--- src/rtl/clock_controller.sv ---
// Run/halt/step/burst clock-enable sequencer with enabled-cycle counter.
// Optional breakpoint compare is built when CLOCK_CONTROLLER_BREAKPOINT_EN is defined.
//
//   state  | meaning
//   HALTED | cpu_en low, accepting run/burst/step commands
//   RUN    | cpu_en high until halt or cpu_halt_req
//   STEP   | cpu_en high for exactly one cycle
//   BURST  | cpu_en high while remaining counts down to 1
module clock_controller #(
  parameter int CNT_W   = 16,
  parameter int BURST_W = 8
) (
  input  logic               clk,
  input  logic               reset,
  input  logic               run,
  input  logic               halt,
  input  logic               step,
  input  logic               burst_start,
  input  logic [BURST_W-1:0] burst_len,
  input  logic               cpu_halt_req,
`ifdef CLOCK_CONTROLLER_BREAKPOINT_EN
  input  logic [CNT_W-1:0]   bp_cycle,
  input  logic               bp_enable,
  output logic               bp_hit,
`endif
  output logic               cpu_en,
  output logic [1:0]         state,
  output logic [CNT_W-1:0]   cycle_count,
  output logic               done
);

  typedef enum logic [1:0] {
    HALTED = 2'd0,
    RUN    = 2'd1,
    STEP   = 2'd2,
    BURST  = 2'd3
  } state_t;

  state_t             state_q;
  state_t             state_d;
  logic [BURST_W-1:0] remaining;
  logic [BURST_W-1:0] remaining_d;
  logic               stop;
  logic               bp_match;
  logic               bp_hit_d;

  assign state  = state_q;
  assign cpu_en = (state_q != HALTED);
  assign stop   = halt || cpu_halt_req;

`ifdef CLOCK_CONTROLLER_BREAKPOINT_EN
  // Compare against the count this enabled cycle will leave behind.
  assign bp_match = bp_enable && ((state_q == RUN) || (state_q == BURST)) &&
                    ((cycle_count + CNT_W'(1)) == bp_cycle);
`else
  assign bp_match = 1'b0;
`endif

  always_comb begin
    state_d     = state_q;
    remaining_d = remaining;
    bp_hit_d    = 1'b0;
    case (state_q)
      HALTED: begin
        if (halt) begin
          state_d = HALTED;
        end else if (run) begin
          state_d = RUN;
        end else if (burst_start && (burst_len != '0)) begin
          state_d     = BURST;
          remaining_d = burst_len;
        end else if (step) begin
          state_d = STEP;
        end
      end
      RUN: begin
        if (stop || bp_match) begin
          state_d  = HALTED;
          bp_hit_d = bp_match && !stop;
        end
      end
      STEP: begin
        state_d = HALTED;
      end
      BURST: begin
        if (stop || bp_match || (remaining == BURST_W'(1))) begin
          state_d     = HALTED;
          remaining_d = '0;
          bp_hit_d    = bp_match && !stop;
        end else begin
          remaining_d = remaining - BURST_W'(1);
        end
      end
      default: state_d = HALTED;
    endcase
  end

  always_ff @(posedge clk) begin
    if (reset) begin
      state_q     <= HALTED;
      remaining   <= '0;
      cycle_count <= '0;
      done        <= 1'b0;
    end else begin
      state_q   <= state_d;
      remaining <= remaining_d;
      if (cpu_en) begin
        cycle_count <= cycle_count + CNT_W'(1);
      end
      done <= cpu_en && (state_d == HALTED);
    end
  end

`ifdef CLOCK_CONTROLLER_BREAKPOINT_EN
  always_ff @(posedge clk) begin
    if (reset) begin
      bp_hit <= 1'b0;
    end else begin
      bp_hit <= bp_hit_d;
    end
  end
`else
  logic unused_bp;
  assign unused_bp = bp_hit_d;
`endif

endmodule

--- config.mk ---
export PLATFORM = sky130hd
export DESIGN_NAME = clock_controller
export DESIGN_NICKNAME = d
export VERILOG_FILES = /design/src/rtl/clock_controller.sv
export SDC_FILE = /design/constraint.sdc
export NUM_CORES = 1
export LEC_CHECK = 0
export ABC_AREA = 1
export CAP_MARGIN = 0
export CORE_UTILIZATION = 50
export CTS_CLUSTER_SIZE = 25
export DETAILED_ROUTE_END_ITERATION = 7
export HOLD_SLACK_MARGIN = 0.08
export PLACE_DENSITY = 0.77
export RECOVER_POWER = 50
export SLEW_MARGIN = 20
export SYNTH_ARGS = -nofsm -noshare
export SYNTH_HDL_FRONTEND = slang
export SYNTH_SLANG_ARGS = --single-unit
--- constraint.sdc ---
create_clock -name clk -period 1.8 [get_ports clk]
set_clock_uncertainty 0.2 [all_clocks]
set_input_delay 0.36 -clock clk [delete_from_list [all_inputs] [get_ports clk]]
set_output_delay 0.36 -clock clk [all_outputs]
set_load 0.01 [all_outputs]
==> summary.json <==
{
  "run_status": {"value": "completed"},
  "static_leakage": {"value": 1.059, "unit": "nW"},
  "drt_wl_total": {"value": 4093, "unit": "microns"},
  "cts_tree": {"value": "done"},
  "netlist_top_cells_area": {"value": "dfxtp_1 (34%), nand2_1 (15%), nor2_1 (12%)"},
  "comb_power_share": {"value": 21.9, "unit": "%"},
  "share_of_total_power_consumed_by_net_switching": {"value": 30.55, "unit": "%"},
  "p_int": {"value": 0.8161, "unit": "mW"},
  "number_of_max_slew_violations_in_the_final_report": {"value": 0},
  "synth_ff_type": {"value": "dfxtp_1"},
  "cellPowerDensity": {"value": 553.8, "unit": "nW/um^2"},
  "fill_count": {"value": 291},
  "worst-endpoint-arrival": {"value": 1.12, "unit": "ns"},
  "layout.area.seq": {"value": 559.3, "unit": "sq um"},
  "floorplan.io_pins": {"value": 35},
  "clk_pin_slew_worst_paths": {"value": 0.16, "unit": "ns"},
  "avgViaCountPerCell": {"value": 5.014},
  "grt_pass1_wl": {"value": 6734, "unit": "microns"},
  "share_of_synthesized_flip_flops_with_an_asynchronous_set_or_reset": {"value": 0, "unit": "%"},
  "post_detail_place_hpwl": {"value": 2922, "unit": "microns"},
  "post_synthesis_sequential_area_ratio": {"value": 33.70, "unit": "%"},
  "synthesis.area": {"value": 1604, "unit": "sq um"},
  "cts_root_buf": {"value": "clkbuf_4"},
  "die_area": {"value": 3439, "unit": "sq um"},
  "drt_iter0_markers": {"value": 118},
  "p_clk_share": {"value": 24.3, "unit": "%"},
  "power.sequential.fraction": {"value": 53.7, "unit": "%"},
  "worstHoldPathCells": {"value": 1},
  "chipHeight": {"value": 58.64, "unit": "microns"},
  "irDropWorstVdd": {"value": 0.0003031, "unit": "V"},
  "timing.hold.worst.class": {"value": "reg -> reg"},
  "fmax": {"value": 596.8, "unit": "MHz"},
  "core_footprint": {"value": 3053, "unit": "sq um"},
  "grt_pass1_vias": {"value": 1540},
  "final_layout_size_suffix_gt1_share": {"value": 12.83, "unit": "%"},
  "timing.final.crit_share": {"value": 93.09, "unit": "%"},
  "clock_tree_sinks": {"value": 27},
  "routed-via-count": {"value": 1745},
  "insertion_delay": {"value": 0.34, "unit": "ns"},
  "globalRouteOverflowTotal": {"value": 0},
  "area_growth_syn_to_layout": {"value": 32.29, "unit": "%"},
  "ant_nets": {"value": 0},
  "placer_s_final_routability_congestion_estimate": {"value": 0.9207},
  "timing.critical_path.to_type": {"value": "output port"},
  "reg2reg_depth": {"value": 9},
  "crit_path_max_fanout": {"value": 3},
  "diodes": {"value": 0},
  "drc_errors": {"value": 0},
  "crit_path_start_kind": {"value": "flop"},
  "worst_pin_slew": {"value": 0.6240, "unit": "ns"},
  "synth_largest_type_area_fraction": {"value": 33.70, "unit": "%"},
  "rsz0062_at_grt": {"value": "yes"},
  "power.total": {"value": 1.175, "unit": "mW"},
  "maxSlewHeadroom": {"value": 58.36, "unit": "%"},
  "timing.critical_path.required": {"value": 1.24, "unit": "ns"},
  "timing_hold_violations_final": {"value": 0},
  "yosys_warnings": {"value": 0},
  "hold_slack": {"value": 0.2944, "unit": "ns"},
  "post-route-min-period": {"value": 1.676, "unit": "ns"},
  "routed_len_inst": {"value": 11.76, "unit": "microns"},
  "count_of_max_cap_constraint_violations": {"value": 0},
  "syn_avg_cell_area": {"value": 6.266, "unit": "sq um"},
  "chipWidth": {"value": 58.64, "unit": "microns"},
  "postSynthNetCount": {"value": 274},
  "setup.worst_path.class": {"value": "reg -> out"},
  "initial_core_utilization": {"value": 52.54, "unit": "%"},
  "finish.cell_count_without_fillers": {"value": 348},
  "synth_enable_flop_cells": {"value": 0},
  "dp_cells": {"value": 340},
  "postCtsHoldBufs": {"value": 0},
  "numPortBuffers": {"value": 34},
  "ctsHtreeMaxLevel": {"value": 1},
  "setup_viol_count_final": {"value": 0},
  "multi_input_comb_area": {"value": 914.6, "unit": "sq um"},
  "ys_ff_latch": {"value": 27},
  "net-switching-power": {"value": 0.3590, "unit": "mW"},
  "clock_path_buffers": {"value": 2},
  "grt.total_usage": {"value": 25.67, "unit": "%"},
  "grt_start_max_net_pins": {"value": 22},
  "synth.lib_cells_used.distinct": {"value": 25},
  "number_of_antenna_violations_at_the_first_check_in_global_routing": {"value": 0},
  "nNetsFinal": {"value": 323},
  "detail_route.first_pass.iterations": {"value": 4},
  "synth_area_leader_cell": {"value": "dfxtp_1"},
  "post_synth_inst_count": {"value": 256},
  "row_count": {"value": 20},
  "cts_made_buffers": {"value": 3}
}
==> worst max-delay path, cell delays in order, from the launching register on <==
cell and delay (ns):
dfxtp_1 0.39, inv_1 0.06, nand2_2 0.07, dlygate4sd2_1 0.26
==> layer usage <==
layer,vias to the layer above,global-route usage (%),part of all wire (%)
met3,10,3.956,4.6
met5,-,0,0
met2,56,40.56,44
met1,763,34.79,49
met4,0,11.22,1.7
li1,916,-,-
==> path summary, 6_finish.rpt <==
check,from,end,slack [ns]
setup / recovery,state[1]$_SDFF_PP0_,cpu_en,0.12
hold / removal,cycle_count[3]$_SDFFE_PP0P_,cycle_count[3]$_SDFFE_PP0P_,0.29
setup reg to reg,cycle_count[1]$_SDFFE_PP0P_,cycle_count[8]$_SDFFE_PP0P_,0.15
hold reg to reg,cycle_count[3]$_SDFFE_PP0P_,cycle_count[3]$_SDFFE_PP0P_,0.29
==> kinds of logic (layout without fill, tap and decap cells) <==
| group | count (synthesis) | count (layout) | synth area share [%] |
|---|---|---|---|
| flops | 27 | 27 | 33.70 |
| fa+ha+maj | 3 | 3 | 2.340 |
| compound gates | 28 | 28 | 8.971 |
| xor+xnor | 2 | 2 | 1.092 |
| simple gates | 159 | 159 | 44.15 |
| buf+inv | 37 | 85 | 9.750 |
==> synthesized netlist by cell type (all sizes together), types with 3 or more instances <==
library cell and n:
nand2 67, o21ai 14, dfxtp 27, buf 4
nor2 54, ha 3, nor3 7, nand4 7
a21oi 12, inv 32, nand3 21
==> cells in the final DEF (no fill, tap or decap), types with 5 or more instances in the layout <==
master           netlist  routed
nand2_1               65      64
nor3_1                 5       5
nand3_1               20      20
nor2_1                51      50
clkdlybuf4s50_1        0      13
clkdlybuf4s25_1        0       6
a21oi_1               12      12
dlygate4sd2_1          0      11
dfxtp_2                0       6
nand4_1                7       7
buf_4                  0      14
o21ai_0               14      14
dfxtp_1               27      18
inv_1                 32      32
==> per-stage QoR <==
step                      worst slack [ns]  TNS [ns]  cell area, sq um  util [%]
after CTS                        0.0006819         0              2120     69.43
after global routing              -0.05605  -0.06385              2122     69.51
after floorplan                     0.1975         0              1604         -
after global placement            -0.06507   -0.5333              2046     67.01
final                               0.1244         0              2122     69.51
after detailed placement           -0.1008   -0.9725              2046     67.01
==> state kept, by name, summed over array words and instances, names as in the netlist <==
signal       cells
remaining        8
cycle_count     16
state            2
done             1
==> power groups by stage <==
stage | Sequential (mW) | Clock [mW] | Combinational [mW]
finish | 0.632 | 0.286 | 0.258
global route | 0.635 | 0.310 | 0.288
CTS | 0.632 | 0.285 | 0.258
detailed placement | 0.649 | 0 | 0.262
global placement | 0.648 | 0 | 0.258
floorplan | 0.653 | 0 | 0.150
==> what timing repair did <==
action,CTS,global route
buffers inserted,4,0
gates resized for setup,30,13
endpoints found under the hold margin,0,0
endpoints found under the setup margin,18,13
==> cell type report <==
cell class,instances,area share [%]
Multi-Input combinational cell,192,43.10
Sequential cell,27,26.36
Inverter,32,5.660
Timing Repair Buffer,49,20.87
Tap cell,44,2.594
Clock inverter,1,0.3538
Clock buffer,3,1.061
Note: power is estimated with default switching activity, not from simulation.
